==> src/rtl/rv32_mvu_job_arbiter_pkg.sv <==
`default_nettype none
// ============================================================================
//  Module      : rv32_mvu_job_arbiter_pkg
//  Description : Shared types and constants for the MVU job arbiter. Holds
//                the arbiter state encoding, the default timeout and the
//                hart index width used on the CSR-bundle select.
//  Contents    : NUM_HARTS_DEFAULT, HART_CNT_WIDTH, MVU_ARB_TIMEOUT,
//                MVU_ARB_TO_W, mvu_arb_state_e
//  Revision    : 1.0 - initial release
// ============================================================================
package rv32_mvu_job_arbiter_pkg;

    // Number of barrel harts sharing the MVU and the width of a hart index.
    localparam int NUM_HARTS_DEFAULT = 8;
    localparam int HART_CNT_WIDTH    = $clog2(NUM_HARTS_DEFAULT);

    // Default BUSY-cycle budget before a job is aborted (0 = never abort),
    // and the width of the counter that measures it.
    localparam int MVU_ARB_TIMEOUT   = 4096;
    localparam int MVU_ARB_TO_W      = 16;

    // Arbiter state machine encoding.
    typedef enum logic [1:0] {
        ARB_IDLE   = 2'd0,
        ARB_GRANT  = 2'd1,
        ARB_LAUNCH = 2'd2,
        ARB_BUSY   = 2'd3
    } mvu_arb_state_e;

endpackage : rv32_mvu_job_arbiter_pkg
`default_nettype wire

==> src/rtl/rv32_mvu_job_arbiter_rr_pick.sv <==
`default_nettype none
// ============================================================================
//  Module      : rv32_mvu_job_arbiter_rr_pick
//  Description : Combinational round-robin picker. Searches req starting at
//                last+1 (mod NUM_HARTS) and returns the first set index.
//                Implemented as rotate / priority-encode / un-rotate.
//  Ports       : req       in  NUM_HARTS       request vector
//                last      in  HART_CNT_WIDTH  previously granted index
//                gnt_idx   out HART_CNT_WIDTH  chosen index (valid if gnt_valid)
//                gnt_valid out 1               any request present
//  Revision    : 1.0 - initial release
// ============================================================================
module rv32_mvu_job_arbiter_rr_pick
    import rv32_mvu_job_arbiter_pkg::*;
#(
    parameter int NUM_HARTS = NUM_HARTS_DEFAULT
)(
    input  logic [NUM_HARTS-1:0]      req,
    input  logic [HART_CNT_WIDTH-1:0] last,
    output logic [HART_CNT_WIDTH-1:0] gnt_idx,
    output logic                      gnt_valid
);

    localparam logic [HART_CNT_WIDTH-1:0] LAST_IDX    = HART_CNT_WIDTH'(NUM_HARTS - 1);
    localparam logic [HART_CNT_WIDTH:0]   NUM_HARTS_W = (HART_CNT_WIDTH + 1)'(NUM_HARTS);

    logic [HART_CNT_WIDTH:0]   w_start;     // search origin, one extra bit for the select
    logic [2*NUM_HARTS-1:0]    w_dbl;       // req concatenated with itself for wrap-free rotate
    logic [NUM_HARTS-1:0]      w_rot;       // req rotated so w_start sits at bit 0
    logic [HART_CNT_WIDTH-1:0] w_pos;       // lowest set bit of the rotated vector
    logic                      w_found;
    logic [HART_CNT_WIDTH:0]   w_sum_raw;   // un-rotated index before the modulo
    logic [HART_CNT_WIDTH:0]   w_sum;

    always_comb begin
        // Origin is last+1, wrapping NUM_HARTS-1 back to 0 (also guards an
        // out-of-range last when NUM_HARTS is not a power of two).
        if (last >= LAST_IDX) begin
            w_start = '0;
        end else begin
            w_start = {1'b0, last} + 1'b1;
        end

        w_dbl = {req, req};
        w_rot = w_dbl[w_start +: NUM_HARTS];

        w_pos   = '0;
        w_found = 1'b0;
        for (int i = 0; i < NUM_HARTS; i++) begin
            if (w_rot[i] && !w_found) begin
                w_pos   = HART_CNT_WIDTH'(i);
                w_found = 1'b1;
            end
        end

        w_sum_raw = w_start + {1'b0, w_pos};
        if (w_sum_raw >= NUM_HARTS_W) begin
            w_sum = w_sum_raw - NUM_HARTS_W;
        end else begin
            w_sum = w_sum_raw;
        end

        gnt_idx   = w_sum[HART_CNT_WIDTH-1:0];
        gnt_valid = |req;
    end

endmodule : rv32_mvu_job_arbiter_rr_pick
`default_nettype wire

==> src/rtl/rv32_mvu_job_arbiter.sv <==
`default_nettype none
// ============================================================================
//  Module      : rv32_mvu_job_arbiter
//  Description : Shares one MVU datapath among NUM_HARTS barrel harts.
//                Queues per-hart start pulses, grants round-robin, drives
//                the CSR-bundle select, launches the MVU and waits for done
//                or timeout, then returns a per-hart irq / timeout pulse.
//  Ports       : clk          in  1               clock
//                rst_n        in  1               async reset, active low
//                mvu_start_i  in  NUM_HARTS       per-hart start pulse
//                mvu_done_i   in  1               MVU job complete pulse
//                mvu_go_o     out 1               launch pulse to MVU
//                mvu_abort_o  out 1               abort pulse on timeout
//                mvu_sel_o    out HART_CNT_WIDTH  hart routed to the MVU
//                mvu_busy_o   out 1               high in GRANT/LAUNCH/BUSY
//                mvu_irq_o    out NUM_HARTS       per-hart completion pulse
//                timeout_o    out NUM_HARTS       per-hart timeout pulse
//                pending_o    out NUM_HARTS       queued requests
//  Revision    : 1.0 - initial release
// ============================================================================
module rv32_mvu_job_arbiter
    import rv32_mvu_job_arbiter_pkg::*;
#(
    parameter int NUM_HARTS      = NUM_HARTS_DEFAULT,
    parameter int TIMEOUT_CYCLES = MVU_ARB_TIMEOUT,
    parameter int TO_W           = MVU_ARB_TO_W
)(
    input  logic                      clk,
    input  logic                      rst_n,
    input  logic [NUM_HARTS-1:0]      mvu_start_i,
    input  logic                      mvu_done_i,
    output logic                      mvu_go_o,
    output logic                      mvu_abort_o,
    output logic [HART_CNT_WIDTH-1:0] mvu_sel_o,
    output logic                      mvu_busy_o,
    output logic [NUM_HARTS-1:0]      mvu_irq_o,
    output logic [NUM_HARTS-1:0]      timeout_o,
    output logic [NUM_HARTS-1:0]      pending_o
);

    // Terminal count of the BUSY counter; only meaningful when the timeout
    // is enabled.
    localparam bit                        TO_EN    = (TIMEOUT_CYCLES != 0);
    localparam logic [TO_W-1:0]           TO_LAST  = TO_W'(TIMEOUT_CYCLES - 1);
    localparam logic [HART_CNT_WIDTH-1:0] LAST_RST = HART_CNT_WIDTH'(NUM_HARTS - 1);

    mvu_arb_state_e            r_state;
    logic [NUM_HARTS-1:0]      r_pending;
    logic [HART_CNT_WIDTH-1:0] r_last;
    logic [HART_CNT_WIDTH-1:0] r_sel;
    logic [TO_W-1:0]           r_to_cnt;
    logic                      r_go;
    logic                      r_abort;
    logic                      r_busy;
    logic [NUM_HARTS-1:0]      r_irq;
    logic [NUM_HARTS-1:0]      r_timeout;

    logic [HART_CNT_WIDTH-1:0] w_gnt_idx;
    logic                      w_gnt_valid;
    logic                      w_grant;
    logic [NUM_HARTS-1:0]      w_clr;
    logic [NUM_HARTS-1:0]      w_sel_onehot;
    logic                      w_timeout_hit;

    // ------------------------------------------------------------------------
    // Round-robin selection over the registered request queue
    // ------------------------------------------------------------------------
    rv32_mvu_job_arbiter_rr_pick #(
        .NUM_HARTS (NUM_HARTS)
    ) u_rr_pick (
        .req       (r_pending),
        .last      (r_last),
        .gnt_idx   (w_gnt_idx),
        .gnt_valid (w_gnt_valid)
    );

    assign w_grant       = (r_state == ARB_IDLE) && w_gnt_valid;
    assign w_timeout_hit = TO_EN && (r_to_cnt == TO_LAST);

    always_comb begin
        w_clr = '0;
        if (w_grant) begin
            w_clr[w_gnt_idx] = 1'b1;
        end
    end

    always_comb begin
        w_sel_onehot        = '0;
        w_sel_onehot[r_sel] = 1'b1;
    end

    // ------------------------------------------------------------------------
    // Request queue: a set in the same cycle as the grant-clear wins, so a
    // start arriving exactly as the hart is granted becomes a new job.
    // Repeated starts for a pending hart collapse into the single bit.
    // ------------------------------------------------------------------------
    always_ff @(posedge clk or negedge rst_n) begin
        if (!rst_n) begin
            r_pending <= '0;
        end else begin
            r_pending <= (r_pending & ~w_clr) | mvu_start_i;
        end
    end

    // ------------------------------------------------------------------------
    // Arbiter FSM with registered pulse outputs
    // ------------------------------------------------------------------------
    always_ff @(posedge clk or negedge rst_n) begin
        if (!rst_n) begin
            r_state   <= ARB_IDLE;
            r_last    <= LAST_RST;
            r_sel     <= '0;
            r_to_cnt  <= '0;
            r_go      <= 1'b0;
            r_abort   <= 1'b0;
            r_busy    <= 1'b0;
            r_irq     <= '0;
            r_timeout <= '0;
        end else begin
            // Pulse outputs default low; each is raised for one cycle only.
            r_go      <= 1'b0;
            r_abort   <= 1'b0;
            r_irq     <= '0;
            r_timeout <= '0;

            case (r_state)
                ARB_IDLE: begin
                    if (w_gnt_valid) begin
                        r_sel   <= w_gnt_idx;
                        r_last  <= w_gnt_idx;
                        r_busy  <= 1'b1;
                        r_state <= ARB_GRANT;
                    end
                end

                // One settle cycle so the selected CSR bundle is stable at
                // the MVU before go is raised.
                ARB_GRANT: begin
                    r_go    <= 1'b1;
                    r_state <= ARB_LAUNCH;
                end

                // go is high during this cycle; a done here is not for the
                // job just launched and is ignored.
                ARB_LAUNCH: begin
                    r_to_cnt <= '0;
                    r_state  <= ARB_BUSY;
                end

                // Done takes priority over a coincident timeout.
                ARB_BUSY: begin
                    if (mvu_done_i) begin
                        r_irq   <= w_sel_onehot;
                        r_busy  <= 1'b0;
                        r_state <= ARB_IDLE;
                    end else if (w_timeout_hit) begin
                        r_abort   <= 1'b1;
                        r_timeout <= w_sel_onehot;
                        r_busy    <= 1'b0;
                        r_state   <= ARB_IDLE;
                    end else begin
                        r_to_cnt <= r_to_cnt + 1'b1;
                    end
                end

                default: begin
                    r_busy  <= 1'b0;
                    r_state <= ARB_IDLE;
                end
            endcase
        end
    end

    assign mvu_go_o    = r_go;
    assign mvu_abort_o = r_abort;
    assign mvu_sel_o   = r_sel;
    assign mvu_busy_o  = r_busy;
    assign mvu_irq_o   = r_irq;
    assign timeout_o   = r_timeout;
    assign pending_o   = r_pending;

endmodule : rv32_mvu_job_arbiter
`default_nettype wire

==> config.mk <==
export PLATFORM = sky130hd
export DESIGN_NAME = rv32_mvu_job_arbiter
export DESIGN_NICKNAME = d
export VERILOG_FILES = /design/src/rtl/rv32_mvu_job_arbiter_pkg.sv /design/src/rtl/rv32_mvu_job_arbiter_rr_pick.sv /design/src/rtl/rv32_mvu_job_arbiter.sv
export SDC_FILE = /design/constraint.sdc
export NUM_CORES = 1
export LEC_CHECK = 0
export BUFFER_PORTS_ARGS = -buffer_cell sky130_fd_sc_hd__buf_2
export CORE_ASPECT_RATIO = 1.25
export CORE_MARGIN = 5
export CORE_UTILIZATION = 30
export DETAILED_ROUTE_END_ITERATION = 7
export PLACE_DENSITY = 0.46
export RECOVER_POWER = 100
export SLEW_MARGIN = 10
export SYNTH_ARGS = -nofsm -noshare
export SYNTH_HDL_FRONTEND = slang
export SYNTH_HIERARCHICAL = 1
export SYNTH_SLANG_ARGS = --single-unit
==> constraint.sdc <==
create_clock -name clk -period 4 [get_ports clk]
set_input_delay 1 -clock clk [delete_from_list [all_inputs] [get_ports clk]]
set_output_delay 1 -clock clk [all_outputs]
set_load 0.01 [all_outputs]
# After elaboration in Yosys (flattened, before gate mapping)
# Cells that the tools add are included.
# Widths: inputs -> output; s select.
classes:
  addsub: 4
  magnitude_cmp: 6
  n_eq_ne: 8
  n_shift: 1
  n_mux: 41
  bitwise: 3
  n_reduce_logical: 25
op_table:
  columns: ["op", "n"]
  rows:
  - ["$mux 8", 6]
  - ["$mux 16", 2]
  - ["$pmux 16 s2", 1]
  - ["$mux 1", 17]
  - ["$add 16x1->16 const B", 1]
  - ["$eq 16x12->1 const B", 1]
  - ["$shiftx 16x5->8", 1]
  - ["$mux 3", 5]
  - ["$logic_and 1x1->1", 10]
  - ["$mux 2", 5]
  - ["$and 8x8->8", 1]
  - ["$lt 3x4->1 const B", 2]
  - ["$not 8->8", 1]
  - ["$or 8x8->8", 1]
  - ["$pmux 2 s4", 1]
  - ["$reduce_or 8->1", 1]
  - ["$logic_not 1->1", 7]
  - ["$demux 1 s3", 2]
  - ["$ge 3x1->1 const B", 2]
  - ["$ne 2x2->1 const B", 3]
  - ["$reduce_and 3->1", 2]
  - ["$add 3x1->4 const B", 1]
  - ["$add 4x3->4", 1]
  - ["$eq 2x2->1 const B", 2]
  - ["other kinds (10)", 12]
totals:
  reg_bits: 51
  inputBits: 11
  output_inout_bits: 30
  word_cells: 98

# Longest topological paths before layout
depth:
  depth_word: 36
  mapped_depth: 17
  depth_no_buf: 16

# Hierarchy
# The synthesis kept the hierarchy.
by_module_without_submodules:
  columns: ["module", "n_inst", "cells_per_inst", "area_each_um2", "seq_area_each_um2"]
  rows:
  - ["rv32_mvu_job_arbiter", 1, 228, 2418.6, 1280.0]
  - ["rv32_mvu_job_arbiter_rr_pick", 1, 62, 566.8, 0.0]

# Worst setup path after synthesis
# OpenSTA, ideal clock, no wires.
synth_path:
  path_type: "reg2reg"
  startpoint: "reg r_last[0]"
  endpoint: "reg r_pending[5], in the netlist pending_o[5]"
  setup_ns: 0.118
  t_arrival_ns: 3.965
  required_ns: 3.882
  path_slack_ns: -0.083
  stages_incl_launch_ff: 17
  path_buffers: 0
  period_less_slack_ns: 4.083
  cell_sequence: "dfstp_2 -> ha_1 -> ha_1 -> nor2_4 -> mux2i_1 -> mux2i_1 -> a2111o_1 -> o221ai_1 -> o2bb2ai_1 -> ha_1 -> inv_1 -> fa_1 -> xor2_1 -> xnor2_1 -> nand3_1 -> or3b_2 -> a21o_1"
synth_via:
  elab_chain_cells: 36
  elab_cells_between_ends: 45
  classes_between: "3 x add/sub; 4 x order compare; 1 x shift; 19 x mux; 3 x bitwise; 15 x reduce/logical"
synth_rtl:
  columns: ["element", "line_no", "source"]
  rows:
  - ["start: declaration", "rv32_mvu_job_arbiter.sv:49", "logic [HART_CNT_WIDTH-1:0] r_last;"]
  - ["start signal: assignment", "rv32_mvu_job_arbiter.sv:130", "r_last <= w_gnt_idx;"]
  - ["$add 3x1->4 or $ge 3x3->1 (tied branches)", "rv32_mvu_job_arbiter_rr_pick.sv:41, rv32_mvu_job_arbiter_rr_pick.sv:38", null]
  - ["$mux 4 *", "rv32_mvu_job_arbiter_rr_pick.sv:38", "if (last >= LAST_IDX) begin"]
  - ["$shiftx 16x5->8", "rv32_mvu_job_arbiter_rr_pick.sv:45", "w_rot = w_dbl[w_start +: NUM_HARTS];"]
  - ["$mux 1", "rv32_mvu_job_arbiter_rr_pick.sv:50", "if (w_rot[i] && !w_found) begin"]
  - ["$logic_not 1->1", "rv32_mvu_job_arbiter_rr_pick.sv:50", null]
  - ["$logic_and 1x1->1", "rv32_mvu_job_arbiter_rr_pick.sv:50", null]
  - ["$mux 1", "rv32_mvu_job_arbiter_rr_pick.sv:50", null]
  - ["$logic_not 1->1", "rv32_mvu_job_arbiter_rr_pick.sv:50", null]
  - ["[20 not listed]", null, null]
  - ["via w_gnt_idx[2]", "rv32_mvu_job_arbiter.sv:58", "logic [HART_CNT_WIDTH-1:0] w_gnt_idx;"]
  - ["$lt 3x4->1 (implied by the code) or $ge 3x1->1 (tied branches)", "rv32_mvu_job_arbiter.sv:83", "w_clr[w_gnt_idx] = 1'b1;"]
  - ["$logic_and 1x1->1 (implied by the code)", "rv32_mvu_job_arbiter.sv:83", null]
  - ["$mux 1 (implied by the code)", "rv32_mvu_job_arbiter.sv:83", null]
  - ["$demux 1 s3 *", "rv32_mvu_job_arbiter.sv:83", null]
  - ["$mux 8 *", "rv32_mvu_job_arbiter.sv:82", "if (w_grant) begin"]
  - ["$not 8->8 *", "rv32_mvu_job_arbiter.sv:101", "r_pending <= (r_pending & ~w_clr) | mvu_start_i;"]
  - ["$and 8x8->8 *", "rv32_mvu_job_arbiter.sv:101", null]
  - ["$or 8x8->8 *", "rv32_mvu_job_arbiter.sv:101", null]
  - ["end signal: assignment", "rv32_mvu_job_arbiter.sv:101", null]
  - ["end: declaration", "rv32_mvu_job_arbiter.sv:48", "logic [NUM_HARTS-1:0] r_pending;"]
# The timed path passes the listed nets; every way through them passes the cells marked *.
# A chain may end at the register's enable or synchronous reset.

# Worst setup path in the final report
layout_path:
  startpoint: "reg r_last[1]"
  endpoint: "reg r_pending[5], in the netlist pending_o[5]"
# Same word-level chain as after synthesis.

==> impl_metrics.yaml <==
layout:
  area_growth_pct: 21.2
  fillers: 997
  diodes: 0
  nets: 366
  regArea_sq_um: 1280
  multi_input_area_sq_um: 1720
  final_layout_size_suffix_gt1_frac: 0.228
route:
  ant_nets: 0
  drtIter0Drc: 103
  post_drt_wl_per_cell_um: 16.5
  drc_errors: 0
  drt-total-wl_um: 7790
  drt_pass1_iterations: 4
  vias: 2457
  via_per_inst: 5.21
critical_path:
  rr_startpoint: "r_last[1]"
  worstPathCellList: "ha_4 -> ha_4 -> nor2_4 -> mux2i_1 -> mux2i_1 -> a2111o_1 -> o221ai_2 -> o2bb2ai_2 -> ha_2 -> inv_2 -> fa_2 -> xor2_1 -> xnor2_1 -> nand3_2 -> or3b_4 -> a21o_1"
  cpMaxStageDelayCell: "a2111o_1"
  r2r_cells: 16
  rrSetupSlack_ns: 0.06
  slowest_delay_ns: 0.43
  end_kind: "flip-flop"
  worstPathRequired_ns: 4.18
  critPathKind: "reg -> reg"
  crit_fanout: 5
  worstReg2RegEnd: "pending_o[5]"
  start_kind: "flip-flop"
  crit_arrival_ns: 4.12
floorplan:
  die_h_um: 122
  row_count: 40
  num_io_pins: 41
  die_x_um: 99.2
  coreArea_sq_um: 9660
  start_util: 0.309
  die-area_sq_um: 12100
worst_hold_path:
  min_path_cells: 1
  hold_path_class: "reg -> reg"
  holdCritStartpoint: "r_to_cnt[5]"
  min_to: "r_to_cnt[5]"
timing:
  min_period_over_period: 0.984
  setup_viol: 0
  hold_violations: 0
  timing.fmax_mhz: 254
  worst_pin_slew_ns: 1.90
  final.setup_skew_ns: 0.00686
  fin_crit_ns: 3.94
  slew-limit-headroom: -0.265
  grt_setup_unrepaired: "yes"
  maxSlewViolCount: 36
  fin_tns_setup_ns: 0
cts:
  cts.reportedPaths.clkPinSlew_ns: 0.07
  htreeDepth: 2
  cts_tree: "yes"
  clk_latency_ns: 0.29
  cts_num_sinks: 51
  cts_buffer_depth: 2
  ctsRootBufferMaster: "clkbuf_16"
  cts_buffers: 5
global_routing:
  grt_pass1_wl_um: 12500
  grt_max_degree: 36
  antenna_found_initial: 0
  track_usage: 0.128
  grt_pass1_vias: 2456
  grt-ovfl-total: 0
yosys:
  syn_area_sq_um: 2990
  synth-seq-cells: 51
  synth_area_per_cell_sq_um: 10.3
  synthTopCellsByCount: "dfrtp_1 (48), nand2_1 (31), mux2i_1 (24)"
  netlist_top_cells_area: "dfrtp_1 (40%), mux2i_1 (8.0%), nand2_1 (3.9%)"
  async_reset_ff_frac: 1.00
  ys_types: 64
  synthCells: 290
  ys_seq_area_frac: 0.429
  synth.most_common_cell: "dfrtp_1"
  yosys_warnings: 6
  yosysTopAreaCellShare: 0.402
  synth.largest_area_cell: "dfrtp_1"
  synth_fp_nets: 311
  synth_flop_cell: "dfrtp_1"
  synth_edf_count: 0
status:
  status: "finished, violations left"
  violations: "capacitance limit, slew limit"
pwr:
  p_per_area_nw_per_um2: 690
  totalPowerFinal_mw: 2.50
  vdd_drop_max_mv: 0.247
  p_leak_nw: 1.52
flow_run:
  drv_cap: 1
placed_design:
  buffer_ports.inserted: 40
  hpwl_um: 5620
  place.gp.congestion: 0.809
[area by class of cell]
type	count	area share
inverters	7	0.00726
multi-input cells	222	0.474
flip-flops and latches	51	0.354
repair buffers	58	0.0792
clock inverters	3	0.00726
well taps	126	0.0436
clock buffers	5	0.0346
[cell families after synthesis]
family | Yosys count | share of synthesized area
fa+ha+maj | 10 | 0.0444
simple gates | 120 | 0.230
xor+xnor | 3 | 0.00880
flops | 51 | 0.429
buf+inv | 18 | 0.0302
mux | 28 | 0.0956
compound gates | 60 | 0.163
[power by group]
| part | leakage, nW | total, mW | internal [mW] | switching, mW |
|---|---|---|---|---|
| clock | 0.0748 | 0.445 | 0.238 | 0.207 |
| sequential | 0.648 | 0.729 | 0.611 | 0.118 |
| combinational | 0.800 | 1.32 | 0.576 | 0.746 |
[flip-flops by register name, indices dropped and copies added, names as in the netlist]
name	count
pending_o	8
r_last	3
mvu_irq_o	8
mvu_busy_o	1
r_state	2
timeout_o	8
mvu_abort_o	1
mvu_sel_o	3
r_to_cnt	16
mvu_go_o	1
[stage by stage]
| step | area [sq um] | setup WS (ns) | utilization | cells | hold WS (ns) |
|---|---|---|---|---|---|
| 6_report | 3620 | 0.0630 | 0.374 | 472 | 0.497 |
| 2_1_floorplan | 3010 | 0.00452 | - | 290 | 0.448 |
| 3_5_place_dp | 3410 | -0.0694 | 0.353 | 459 | 0.494 |
| 5_1_grt | 3620 | -0.0728 | 0.374 | 472 | 0.572 |
| 3_3_place_gp | 3410 | -0.00168 | 0.353 | 459 | 0.476 |
| 4_1_cts | 3580 | 0.00769 | 0.370 | 468 | 0.505 |
[cell usage in the layout, fill, tap and decap left out, types with 2 or more instances in the layout]
master      n
buf_2      10
and3_2      2
o311a_1     2
a21oi_1    12
clkbuf_16   5
nand3b_1    6
and4b_1     2
or4_4       2
nand3_1    10
or3b_4      2
inv_6       2
a31oi_1     4
nand2b_1    8
a221o_2     2
nor2_1     17
nor2_4      2
and3_1      2
clkbuf_1   33
mux2i_2     2
mux2i_1    21
a21o_1      9
inv_1       6
nor3_1     10
mux2_2      4
ha_4        2
o21ai_0     3
a211o_2     4
buf_4      15
nor4_1      6
o211ai_1    3
and2_1      3
ha_1        6
dfstp_2     3
dfrtp_1    48
nand2_1    31
nor2b_1     3
nand4_1     4
[critical path: cells and delay by family (launching register included)]
kind            cells  cell delay, ns
flops               1            0.39
fa+ha+maj           4            0.86
buf+inv             1            0.03
mux                 2            0.43
compound gates      4            0.92
simple gates        3            0.81
xor+xnor            2            0.39
[metal layers]
layer  wire length (um)  vias up  share of wire  track usage
li1                   -     1193              -            -
met1               3360     1209           0.43        0.157
met2               4040       47           0.52        0.229
met3                255        8          0.033       0.0235
met4                127        0          0.016       0.0367
met5                  0        -              0            0
[worst max path at each step]
| stage | from | end | cells after the start |
|---|---|---|---|
| 3_3_place_gp | r_last[1] | pending_o[5] | 16 |
| 4_1_cts | r_last[1] | pending_o[5] | 16 |
| 2_1_floorplan | r_last[0] | pending_o[5] | 17 |
| 6_report | r_last[1] | pending_o[5] | 16 |
| 3_5_place_dp | r_last[1] | pending_o[6] | 16 |
| 5_1_grt | r_last[1] | pending_o[5] | 16 |
[repair_timing]
item | CTS | global route
setup buffers | 0 | 4
pin swaps | 3 | 14
gates resized for setup | 2 | 12
hold buffers | 0 | 0
setup endpoints to repair | 2 | 7
cloned | 1 | 0
No activity file was read; power rests on OpenSTA's default activity.
